`src/rtl/ad7794_spi_master_if.sv`:
```
// Host-side transaction bus for the AD7794 SPI engine: request fields in,
// status and read result out.
interface ad7794_spi_master_if;
  logic        start;
  logic [7:0]  cmd;
  logic [23:0] wdata;
  logic [1:0]  nbytes;
  logic        rd;
  logic        wait_rdy;
  logic        busy;
  logic        done;
  logic        err;
  logic [23:0] rdata;

  modport master (
    output start, cmd, wdata, nbytes, rd, wait_rdy,
    input  busy, done, err, rdata
  );

  modport slave (
    input  start, cmd, wdata, nbytes, rd, wait_rdy,
    output busy, done, err, rdata
  );
endinterface

```
`src/rtl/ad7794_spi_master.sv`:
```
// SPI transaction engine for the Zest AD7794 (U18): one command byte plus
// 0-3 data bytes, SPI mode 3, optional wait for DOUT/RDY low with timeout.
// Every pin and status output comes straight from a flop.
module ad7794_spi_master #(
  parameter int CLK_DIV   = 8,
  parameter int TIMEOUT_W = 20
) (
  input  logic                 clk,
  input  logic                 rst_n,
  ad7794_spi_master_if.slave   bus,
  output logic                 U18_CS,
  output logic                 U18_SCLK,
  output logic                 U18_DIN,
  output logic                 U18_CLK,
  input  logic                 U18_DOUT_RDY
);

  typedef enum logic [2:0] {
    ST_IDLE  = 3'd0,
    ST_SETUP = 3'd1,
    ST_WAIT  = 3'd2,
    ST_SHIFT = 3'd3,
    ST_HOLD  = 3'd4,
    ST_GAP   = 3'd5
  } state_t;

  localparam logic [7:0]           DIV_LAST = 8'(CLK_DIV - 1);
  localparam logic [TIMEOUT_W-1:0] WCNT_ONE = {{(TIMEOUT_W-1){1'b0}}, 1'b1};

  // Place the used low nbytes*8 bits of the payload at the top of the field,
  // so the transmit register can always shift out of its MSB.
  function automatic logic [23:0] left_justify(input logic [23:0] data,
                                               input logic [1:0]  n);
    logic [23:0] res;
    case (n)
      2'd0:    res = 24'h000000;
      2'd1:    res = {data[7:0], 16'h0000};
      2'd2:    res = {data[15:0], 8'h00};
      default: res = data;
    endcase
    return res;
  endfunction

  state_t                state_r, state_s;
  logic [7:0]            div_r, div_s;
  logic [4:0]            bit_r, bit_s;
  logic [TIMEOUT_W-1:0]  wcnt_r, wcnt_s, wcnt_inc_s;
  logic [31:0]           tx_r, tx_s;
  logic [23:0]           rx_r, rx_s;
  logic [1:0]            nbytes_r, nbytes_s;
  logic                  rd_r, rd_s;
  logic                  wait_r, wait_s;
  logic                  cs_r, cs_s;
  logic                  sclk_r, sclk_s;
  logic                  din_r, din_s;
  logic                  busy_r, busy_s;
  logic                  done_r, done_s;
  logic                  err_r, err_s;
  logic [23:0]           rdata_r, rdata_s;
  logic                  rdy_meta_r, rdy_sync_r;
  logic [4:0]            bit_last_s;

  // Two-flop synchronizer for the asynchronous DOUT/RDY pin; idles high.
  always_ff @(posedge clk) begin
    if (!rst_n) begin
      rdy_meta_r <= 1'b1;
      rdy_sync_r <= 1'b1;
    end else begin
      rdy_meta_r <= U18_DOUT_RDY;
      rdy_sync_r <= rdy_meta_r;
    end
  end

  // Index of the final bit of the frame: 8 + 8*nbytes - 1.
  assign bit_last_s = {nbytes_r, 3'b111};
  assign wcnt_inc_s = wcnt_r + WCNT_ONE;

  // Next-state and next-output logic for the transaction sequencer.
  always_comb begin
    state_s  = state_r;
    div_s    = div_r;
    bit_s    = bit_r;
    wcnt_s   = wcnt_r;
    tx_s     = tx_r;
    rx_s     = rx_r;
    nbytes_s = nbytes_r;
    rd_s     = rd_r;
    wait_s   = wait_r;
    cs_s     = cs_r;
    sclk_s   = sclk_r;
    din_s    = din_r;
    busy_s   = busy_r;
    done_s   = 1'b0;
    err_s    = err_r;
    rdata_s  = rdata_r;

    case (state_r)
      ST_IDLE: begin
        if (bus.start) begin
          state_s  = ST_SETUP;
          busy_s   = 1'b1;
          err_s    = 1'b0;
          cs_s     = 1'b0;
          div_s    = 8'd0;
          bit_s    = 5'd0;
          wcnt_s   = '0;
          nbytes_s = bus.nbytes;
          rd_s     = bus.rd;
          wait_s   = bus.wait_rdy;
          // A read keeps DIN high through the data bytes.
          tx_s     = {bus.cmd, bus.rd ? 24'hFFFFFF : left_justify(bus.wdata, bus.nbytes)};
          rx_s     = 24'h000000;
        end else begin
          state_s = ST_IDLE;
        end
      end

      ST_SETUP: begin
        if (div_r == DIV_LAST) begin
          div_s = 8'd0;
          if (wait_r) begin
            state_s = ST_WAIT;
          end else begin
            state_s = ST_SHIFT;
            sclk_s  = 1'b0;
            din_s   = tx_r[31];
            tx_s    = {tx_r[30:0], 1'b0};
          end
        end else begin
          div_s = div_r + 8'd1;
        end
      end

      ST_WAIT: begin
        if (!rdy_sync_r) begin
          state_s = ST_SHIFT;
          sclk_s  = 1'b0;
          din_s   = tx_r[31];
          tx_s    = {tx_r[30:0], 1'b0};
        end else if (&wcnt_inc_s) begin
          // Timeout: skip the frame entirely, CS still released via HOLD.
          state_s = ST_HOLD;
          err_s   = 1'b1;
        end else begin
          wcnt_s = wcnt_inc_s;
        end
      end

      ST_SHIFT: begin
        if (div_r != DIV_LAST) begin
          div_s = div_r + 8'd1;
        end else begin
          div_s = 8'd0;
          if (!sclk_r) begin
            sclk_s = 1'b1;
          end else begin
            // Last cycle of the high phase: sample DOUT for data bytes.
            if (bit_r >= 5'd8) begin
              rx_s = {rx_r[22:0], rdy_sync_r};
            end else begin
              rx_s = rx_r;
            end
            if (bit_r == bit_last_s) begin
              state_s = ST_HOLD;
            end else begin
              bit_s  = bit_r + 5'd1;
              sclk_s = 1'b0;
              din_s  = tx_r[31];
              tx_s   = {tx_r[30:0], 1'b0};
            end
          end
        end
      end

      ST_HOLD: begin
        if (div_r == DIV_LAST) begin
          div_s   = 8'd0;
          cs_s    = 1'b1;
          state_s = ST_GAP;
        end else begin
          div_s = div_r + 8'd1;
        end
      end

      ST_GAP: begin
        if (div_r == DIV_LAST) begin
          div_s   = 8'd0;
          state_s = ST_IDLE;
          busy_s  = 1'b0;
          done_s  = 1'b1;
          if (rd_r && (nbytes_r != 2'd0) && !err_r) begin
            rdata_s = rx_r;
          end else begin
            rdata_s = rdata_r;
          end
        end else begin
          div_s = div_r + 8'd1;
        end
      end

      default: begin
        state_s = ST_IDLE;
        cs_s    = 1'b1;
        sclk_s  = 1'b1;
        din_s   = 1'b1;
        busy_s  = 1'b0;
      end
    endcase
  end

  // Sequencer state and registered outputs.
  always_ff @(posedge clk) begin
    if (!rst_n) begin
      state_r  <= ST_IDLE;
      div_r    <= 8'd0;
      bit_r    <= 5'd0;
      wcnt_r   <= '0;
      tx_r     <= 32'h00000000;
      rx_r     <= 24'h000000;
      nbytes_r <= 2'd0;
      rd_r     <= 1'b0;
      wait_r   <= 1'b0;
      cs_r     <= 1'b1;
      sclk_r   <= 1'b1;
      din_r    <= 1'b1;
      busy_r   <= 1'b0;
      done_r   <= 1'b0;
      err_r    <= 1'b0;
      rdata_r  <= 24'h000000;
    end else begin
      state_r  <= state_s;
      div_r    <= div_s;
      bit_r    <= bit_s;
      wcnt_r   <= wcnt_s;
      tx_r     <= tx_s;
      rx_r     <= rx_s;
      nbytes_r <= nbytes_s;
      rd_r     <= rd_s;
      wait_r   <= wait_s;
      cs_r     <= cs_s;
      sclk_r   <= sclk_s;
      din_r    <= din_s;
      busy_r   <= busy_s;
      done_r   <= done_s;
      err_r    <= err_s;
      rdata_r  <= rdata_s;
    end
  end

  assign U18_CS    = cs_r;
  assign U18_SCLK  = sclk_r;
  assign U18_DIN   = din_r;
  assign U18_CLK   = 1'b0;
  assign bus.busy  = busy_r;
  assign bus.done  = done_r;
  assign bus.err   = err_r;
  assign bus.rdata = rdata_r;

endmodule

```
`src/flat_wrapper.sv`:
```
// flat-port wrapper written by rule: the top's interface ports become plain ports
module ad7794_spi_master_flat 
#(
  parameter int CLK_DIV   = 8,
  parameter int TIMEOUT_W = 20
)
  (clk, rst_n, U18_CS, U18_SCLK, U18_DIN, U18_CLK, U18_DOUT_RDY, bus_start, bus_cmd, bus_wdata, bus_nbytes, bus_rd, bus_wait_rdy, bus_busy, bus_done, bus_err, bus_rdata);
  ad7794_spi_master_if bus_i ();
  input  logic clk;
  input  logic rst_n;
  output logic U18_CS;
  output logic U18_SCLK;
  output logic U18_DIN;
  output logic U18_CLK;
  input  logic U18_DOUT_RDY;
  input wire logic [$bits(bus_i.start)-1:0] bus_start;
  input wire logic [$bits(bus_i.cmd)-1:0] bus_cmd;
  input wire logic [$bits(bus_i.wdata)-1:0] bus_wdata;
  input wire logic [$bits(bus_i.nbytes)-1:0] bus_nbytes;
  input wire logic [$bits(bus_i.rd)-1:0] bus_rd;
  input wire logic [$bits(bus_i.wait_rdy)-1:0] bus_wait_rdy;
  output wire logic [$bits(bus_i.busy)-1:0] bus_busy;
  output wire logic [$bits(bus_i.done)-1:0] bus_done;
  output wire logic [$bits(bus_i.err)-1:0] bus_err;
  output wire logic [$bits(bus_i.rdata)-1:0] bus_rdata;
  assign bus_i.start = bus_start;
  assign bus_i.cmd = bus_cmd;
  assign bus_i.wdata = bus_wdata;
  assign bus_i.nbytes = bus_nbytes;
  assign bus_i.rd = bus_rd;
  assign bus_i.wait_rdy = bus_wait_rdy;
  assign bus_busy = bus_i.busy;
  assign bus_done = bus_i.done;
  assign bus_err = bus_i.err;
  assign bus_rdata = bus_i.rdata;
  ad7794_spi_master #(.CLK_DIV(CLK_DIV), .TIMEOUT_W(TIMEOUT_W)) u_core (.clk(clk), .rst_n(rst_n), .bus(bus_i), .U18_CS(U18_CS), .U18_SCLK(U18_SCLK), .U18_DIN(U18_DIN), .U18_CLK(U18_CLK), .U18_DOUT_RDY(U18_DOUT_RDY));
endmodule
```
`config.mk`:
```
export PLATFORM = sky130hd
export DESIGN_NAME = ad7794_spi_master_flat
export DESIGN_NICKNAME = d
export VERILOG_FILES = /design/src/rtl/ad7794_spi_master_if.sv /design/src/rtl/ad7794_spi_master.sv /design/src/flat_wrapper.sv
export SDC_FILE = /design/constraint.sdc
export NUM_CORES = 1
export LEC_CHECK = 0
export CORE_MARGIN = 10
export CORE_UTILIZATION = 33
export CTS_BUF_LIST = sky130_fd_sc_hd__clkbuf_4 sky130_fd_sc_hd__clkbuf_8
export CTS_CLUSTER_DIAMETER = 60
export CTS_CLUSTER_SIZE = 14
export DETAILED_ROUTE_END_ITERATION = 10
export DONT_BUFFER_PORTS = 1
export GPL_ROUTABILITY_DRIVEN = 0
export MAX_ROUTING_LAYER = met4
export PLACE_DENSITY_LB_ADDON = 0.25
export SYNTH_ARGS = -nofsm -noshare
export SYNTH_HDL_FRONTEND = slang
export SYNTH_SLANG_ARGS = --single-unit
```
`constraint.sdc`:
```
create_clock -name clk -period 2.58 [get_ports clk]
set_input_delay 0.387 -clock clk [delete_from_list [all_inputs] [get_ports clk]]
set_output_delay 0.387 -clock clk [all_outputs]
set_load 0.01 [all_outputs]
```
==> results of run 1 <==
cell usage in the layout (no fill, tap or decap), drive strengths merged, types with 17 or more instances in the layout:
master / count
clkbuf: 18
dfxtp: 128
o211ai: 17
o21ai: 38
mux2i: 33
a21oi: 60
nand3: 67
nor2: 65
nand2: 99
buf: 36
o31ai: 18
mux2: 17
cells by family (layout without fill, tap and decap cells):
logic type / after synthesis / count (layout) / share of synthesized area
AO/OA/AOI/OAI: 181 / 181 / 0.1937
XOR/XNOR: 10 / 10 / 0.01401
adder cells (fa/ha/maj): 4 / 4 / 0.008005
buffers and inverters: 61 / 75 / 0.04002
flip-flops: 128 / 128 / 0.4098
multiplexers: 50 / 50 / 0.08345
other: 1 / 1 / 0.0005998
AND/OR/NAND/NOR: 316 / 316 / 0.2504
layer usage:
layer,track usage,wire length [µm]
met1,0.1694,7423
met2,0.1992,7274
met3,0.04315,919
met4,0.04630,213
met5,-,0
power groups by stage:
stage	registers (µW)	clock network (µW)	logic (µW)
2_1_floorplan	2160	0	414
4_1_cts	2140	1900	524
3_3_place_gp	2180	0	518
5_1_grt	2150	1990	590
3_5_place_dp	2180	0	521
6_report	2140	1850	517
registers in the layout, indices dropped and copies added (netlist names), 2 cells and up:
register / count
u_core.nbytes_r: 2
u_core.bit_r: 5
u_core.tx_r: 32
u_core.div_r: 8
u_core.rx_r: 24
u_core.state_r: 3
u_core.wcnt_r: 20
u_core.bus.rdata: 24
worst max-delay path by stage:
stage | startpoint | end | slack (ns)
6_report | u_core.wcnt_r[3] | u_core.wcnt_r[3] | 0.13
5_1_grt | u_core.wcnt_r[3] | u_core.state_r[2] | 0.02
4_1_cts | u_core.div_r[0] | u_core.bus.rdata[6] | 0.09
3_5_place_dp | u_core.div_r[0] | u_core.bus.rdata[6] | 0.09
3_3_place_gp | u_core.div_r[0] | u_core.bit_r[3] | 0.15
2_1_floorplan | u_core.wcnt_r[1] | u_core.wcnt_r[3] | 0.02
area by class of cell:
class | instances | area [µm²]
clock buffer | 18 | 241.5
clock inverter | 14 | 182.7
fill | 1937 | 11550
inverter | 6 | 22.52
multi-input combinational | 562 | 3468
sequential | 128 | 2562
tap | 234 | 292.8
timing repair buffer | 37 | 317.8
what timing repair did:
item                                    CTS  global route
hold buffers                              1             0
endpoints found under the setup margin    0            35
resized for setup                         0             1
endpoints found under the hold margin     1             0
through the flow:
stage          power [µW]  setup WS, ns  hold slack, ns  std cells
2_1_floorplan        2571       0.02380          0.3863        751
3_3_place_gp         2700        0.1482          0.3932        966
3_5_place_dp         2701       0.08913          0.4012        966
4_1_cts              4555       0.09166        0.007203        999
5_1_grt              4727       0.01977        0.001809        999
6_report             4504        0.1325         0.03338        999
==> metrics.txt, run 1 <==
CTS max path bufs 2; post-synthesis cell area 6252 µm²; YS warnings 0; CTS tree yes; Worst Setup End Kind flop; DR DRC count 0; Reg clk slew, reported paths 0.08 ns; Initial DRC Count 297; static leakage 0.002579 µW; Yosys cell types 68; Die H 157.6 µm; WHS Path Cells 1; H-tree depth 4; r2r setup slk 0.13 ns; delay-heaviest family, CP compound AO/OA/AOI/OAI gates; R2R Path Start u_core.wcnt_r[3]; Hold Path Origin rst_n; Post-Route WL 15.83 mm; CTS Buf Count 17; PortBufs 0; arrival time of the worst setup path 2.78 ns; number of synthesized flops with an enable pin 0; clk sink count 128; I/O pins 71; crit start category flop; P_int 3261 µW; Root Buffer clkbuf_8; outcome finished clean; maximum VDD drop 390.9 µV; area leader, netlist dfxtp_1; top post-synthesis cells by area dfxtp_1, nand2_1, mux2i_1; Antenna Violating Nets Remaining 0; post-layout util 0.3802; cell count after synthesis 751; antenna violations before repair 0; most numerous cell in the Yosys netlist dfxtp_1; CP required 2.91 ns; max-slew violations 0; Ant. Diodes 0; Crit. path cell count 6; Crit-path slowest cell dfxtp_1; Die X 157.6 µm; final setup fails 0; setup TNS 0 ns; # rows 50; Final Hold Viols 0; Synth Flop Type dfxtp_1; GR Overflow Total 0; detailed-router iteration count before antenna repair 4; Final nets 796; Power per Cell Area 635.4 nW/µm²; ys async rst share 0; post-route cell area 7088 µm²; number of buffers and inverters on the critical path 0; switching power total 1243 µW; global-route wire length before repair 26.51 mm; layout cell share with drive strength beyond 1 0.1464; Avg WL per Cell 15.85 µm; Yosys top cell area share 0.4098; worst reg2reg path depth 6; Reg power frac 0.474; post-route minimum period 2.447 ns; Core Box Area 18640 µm²; worst r2r dst u_core.wcnt_r[3]; Post-synth top cells dfxtp_1, nand2_1, nand3_1; Seq/Total Area, Yosys 0.4098; Switching Fraction 0.2759; Max-slew headroom 0.2280; Overall Global Routing Usage 0.1346; max-cap violations 0; vias in the first global route 5066; clk_skew 0.01829 ns; worst-path maximum fanout 11; largest net degree at the start of global routing 61; starting density of the core 0.3354; FF+latch count, synth 128; RSZ-0062 raised after global routing no; Die ar. 24850 µm²; Avg Vias per Cell 5.272; syn nets 795; Placement Cell Area 6648 µm²; WS Path Type flop to flop; Post-DP HPWL 10.82 mm; Hold EP u_core.rdy_sync_r; Layout Area Growth over Synthesis 13.37%; setup bufs post-CTS 0; Worst Max-Slew Pin Slew 1.156 ns; Comb power frac 0.115; Avg Inst Size Synth 8.325 µm²; period utilization 0.9486; clock network fraction of total power 0.411; maximum clock frequency 0.4086 GHz; highest cell delay on the worst timing path 0.56 ns; clock latency on the worst-skew pair 0.44 ns; Hold/Removal Path Class input port to flop; crit-path cells nand3_2 > or4_4 > a2111oi_4 > o2111a_1 > nor4_1 > a211o_1; Vias 5267
Power figures use the tool's default switching activity.
==> inputs of run 2 (changes only) <==
--- a/config.mk
+++ b/config.mk
@@ -5,6 +5,7 @@
 export SDC_FILE = /design/constraint.sdc
 export NUM_CORES = 1
 export LEC_CHECK = 0
+export CAP_MARGIN = 15
 export CORE_MARGIN = 10
 export CORE_UTILIZATION = 33
 export CTS_BUF_LIST = sky130_fd_sc_hd__clkbuf_4 sky130_fd_sc_hd__clkbuf_8
==> constraint.sdc (replaced) <==
create_clock -name clk -period 2.9 [get_ports clk]
set_input_delay 0.435 -clock clk [delete_from_list [all_inputs] [get_ports clk]]
set_output_delay 0.435 -clock clk [all_outputs]
set_load 0.01 [all_outputs]
==> metrics.txt, run 2 (synthesized netlist as in run 1, its figures left out) <==
Crit-path slowest cell dfxtp_1; max-cap violations 0; Final nets 779; Hold Buf Count CTS 0; Core Box Area 18640 µm²; largest net degree at the start of global routing 65; Post-Route WL 15.58 mm; H-tree depth 4; Hold/Removal Path Class input port to flop; arrival time of the worst setup path 3.01 ns; maximum clock frequency 0.3815 GHz; Non-Filler Instances 983; starting density of the core 0.3354; Largest register FFs 32; Die X 157.6 µm; CP required 3.29 ns; Avg Vias per Cell 5.283; Post-DP HPWL 10.57 mm; period utilization 0.9038; Layout Area Growth over Synthesis 10.19%; Antenna Violating Nets Remaining 0; Worst Setup End Kind flop; Max-slew headroom 0.4144; vias in the first global route 5028; Initial DRC Count 356; clock latency on the worst-skew pair 0.44 ns; detailed-router iteration count before antenna repair 5; CTS tree yes; layout cell share with drive strength beyond 1 0.1270; register bank with the most flops u_core.tx_r; CTS max path bufs 2; post-route cell area 6889 µm²; number of buffers and inverters on the critical path 0; clk_skew 0.01125 ns; Reg clk slew, reported paths 0.08 ns; max-slew violations 0; crit start category flop; delay-heaviest family, CP compound AO/OA/AOI/OAI gates; Die ar. 24850 µm²; Vias 5193; CTS Buf Count 17; Placement Cell Area 6507 µm²; post-route minimum period 2.621 ns; Power per Cell Area 549.7 nW/µm²; maximum VDD drop 238.5 µV; worst-path maximum fanout 11; Die H 157.6 µm; I/O pins 71; outcome finished clean; DR DRC count 0; GR Overflow Total 0; Overall Global Routing Usage 0.1314; Avg WL per Cell 15.85 µm; highest cell delay on the worst timing path 0.56 ns; RSZ-0062 raised after global routing no; placed cells 949; PostCTS Resize Cnt 0; Tot Pwr 3787 µW; Root Buffer clkbuf_8; crit-path cells nand3_2 > or4_4 > a2111oi_4 > o2111ai_4 > a21oi_4 > a221o_1; static leakage 0.002460 µW; final setup fails 0; Final Hold Viols 0; clk sink count 128; global-route wire length before repair 25.95 mm; Worst Max-Slew Pin Slew 0.8731 ns; commonest non-fill, non-tap cell in the layout dfxtp_1; setup bufs post-CTS 0; antenna violations before repair 0; PortBufs 0; # rows 50; WS Path Type flop to flop; commonest cells after routing, fill and taps aside dfxtp_1, nand2_1, nand3_1; setup TNS 0 ns
[run 2: cell count changes in the layout (fill, tap and decap cells not counted), sizes merged]
| cell | change |
|---|---|
| dlygate4sd3 | -1 |
| clkinv | -6 |
| diode | +1 |
| bufinv | -3 |
| buf | -16 |
| clkinvlp | +3 |
| inv | +6 |
[run 2: final cells by class]
type                       instances  area [µm²]
clock buffer                      18       247.7
antenna                            1       2.502
clock inverter                    14       123.9
tap                              234       292.8
sequential                       128        2562
fill                            1932       11750
inverter                           6       22.52
timing repair buffer              20       175.2
multi-input combinational        562        3462
[run 2: report_power, final]
group	total, µW	internal (µW)	switching [µW]
clock	1450	644	803
sequential	1890	1840	50.5
combinational	448	170	278
[run 2: stage by stage]
stage / worst slack, ns / hold WS [ns] / utilization
global placement: 0.3613 / 0.4015 / 0.3491
detailed placement: 0.3281 / 0.3988 / 0.3491
CTS: 0.2777 / 0.03288 / 0.3690
finish: 0.2790 / 0.08949 / 0.3695
global route: 0.07707 / 0.04043 / 0.3694
floorplan: 0.3438 / 0.3863 / -
[run 2: worst paths after layout]
check	start	end	slack (ns)	cells past startpoint
worst max-delay path	u_core.wcnt_r[3]	u_core.wcnt_r[2]	0.28	6
worst min-delay path	rst_n	u_core.rdy_meta_r	0.09	1
worst max register to register	u_core.wcnt_r[3]	u_core.wcnt_r[2]	0.28	6
worst min register to register	u_core.rdy_meta_r	u_core.rdy_sync_r	0.41	1
[run 2: metal layers]
metal  GRT usage  vias up  share of wire
met5           -        -              0
met4     0.03963        0          0.012
met3     0.04125       17          0.046
met2      0.1982       73           0.46
met1      0.1649     2427           0.48
li1            -     2676              -
==> inputs of run 3 (changes only) <==
--- a/config.mk
+++ b/config.mk
@@ -16,6 +16,7 @@
 export GPL_ROUTABILITY_DRIVEN = 0
 export MAX_ROUTING_LAYER = met4
 export PLACE_DENSITY_LB_ADDON = 0.25
+export REMOVE_ABC_BUFFERS = 1
 export SYNTH_ARGS = -nofsm -noshare
 export SYNTH_HDL_FRONTEND = slang
 export SYNTH_SLANG_ARGS = --single-unit
==> metrics.txt, run 3 (synthesized netlist as in run 1, its figures left out) <==
Die H 157.6 µm; Vias 5235; CTS Buf Count 17; CTS tree yes; clk_skew 0.01337 ns; Placement Cell Area 6495 µm²; Die ar. 24850 µm²; maximum clock frequency 0.3826 GHz; WS Path Type flop to flop; # rows 50; I/O pins 71; Avg Vias per Cell 5.320; Final Hold Viols 0; Core Box Area 18640 µm²; worst reg2reg path depth 6; register bank with the most flops u_core.tx_r; layout cell share with drive strength beyond 1 0.1270; Max-slew headroom 0.2679; Power per Cell Area 581.6 nW/µm²; post-route minimum period 2.613 ns; final setup fails 0; setup bufs post-CTS 0; Tot Pwr 4048 µW; post-route cell area 6959 µm²; detailed-router iteration count before antenna repair 5; period utilization 0.9012; RSZ-0062 raised after global routing no; max-cap violations 0; largest net degree at the start of global routing 61; Antenna Violating Nets Remaining 0; Worst Max-Slew Pin Slew 1.096 ns; R2R Path Start u_core.wcnt_r[3]; CP required 3.30 ns; PostCTS Resize Cnt 0; crit path launch u_core.wcnt_r[3]; Hold/Removal Path Class input port to flop; CTS max path bufs 2; clock latency on the worst-skew pair 0.45 ns; post-layout util 0.3733; Post-Route WL 16.20 mm; Worst Setup End Kind flop; Root Buffer clkbuf_8; maximum VDD drop 251.0 µV; starting density of the core 0.3354; fill count 1948; r2r setup slk 0.29 ns; Placement Setup Slack 0.2106 ns; commonest cells after routing, fill and taps aside dfxtp_1, nand2_1, nand3_1; Largest register FFs 32; Final nets 779; max-slew violations 0; static leakage 0.002496 µW; Avg WL per Cell 16.46 µm; Post-DP HPWL 10.86 mm; crit start category flop; arrival time of the worst setup path 3.01 ns; worst r2r dst u_core.wcnt_r[2]; antenna violations before repair 2; GR Overflow Total 0; DR DRC count 0; Layout Area Growth over Synthesis 11.31%; Reg clk slew, reported paths 0.08 ns; final worst slack 0.2866 ns; Initial DRC Count 345; outcome finished clean; Overall Global Routing Usage 0.1364; PortBufs 0; placed cells 949; CP Capture Point u_core.wcnt_r[2]; clk sink count 128; Non-Filler Instances 984; vias in the first global route 4972; global-route wire length before repair 26.63 mm; Die X 157.6 µm; worst-path maximum fanout 11; Hold Buf Count CTS 0; commonest non-fill, non-tap cell in the layout dfxtp_1; H-tree depth 4
[run 3: worst max-delay path: stages, from the launching register on]
cell	delay [ns]
dfxtp_1	0.57
nand3_2	0.17
or4_4	0.52
a2111oi_4	0.43
o2111ai_4	0.27
a21oi_4	0.39
a221o_1	0.20
[run 3: layout make-up]
cell class | count | area, µm² | share of cell area
multi-input cells | 562 | 3462 | 0.4975
flip-flops and latches | 128 | 2562 | 0.3682
well taps | 234 | 292.8 | 0.04207
clock buffers | 19 | 255.2 | 0.03668
repair buffers | 20 | 182.7 | 0.02625
clock inverters | 13 | 176.4 | 0.02535
inverters | 6 | 22.52 | 0.003236
diodes | 2 | 5.005 | 0.0007192
[run 3: worst min path at each step]
stage,slack [ns],from,depth (start not counted),end
3_5_place_dp,0.40,u_core.rdy_meta_r,1,u_core.rdy_sync_r
6_report,0.08,rst_n,1,u_core.U18_CS
5_1_grt,0.04,rst_n,1,u_core.U18_SCLK
3_3_place_gp,0.39,u_core.rdy_meta_r,1,u_core.rdy_sync_r
2_1_floorplan,0.39,u_core.rdy_meta_r,1,u_core.rdy_sync_r
4_1_cts,0.04,rst_n,1,u_core.U18_CS
[run 3: per-stage QoR]
step                hold WS, ns  TNS [ns]
floorplan                0.3863    -27.15
global placement         0.3892         0
detailed placement       0.3973         0
CTS                     0.03717         0
global route            0.03851         0
finish                  0.08007         0
[run 3: per-layer routing]
layer,global-route usage,wire length [µm],part of all wire
met3,0.04885,1012,0.062
met2,0.2018,7538,0.47
met1,0.1714,7461,0.46
met5,-,0,0
met4,0.03963,184,0.011
[run 3: where the power goes]
group,internal [µW],switching [µW]
Sequential,1840,50.7
Combinational,176,285
Clock,903,791
Total,2920,1130
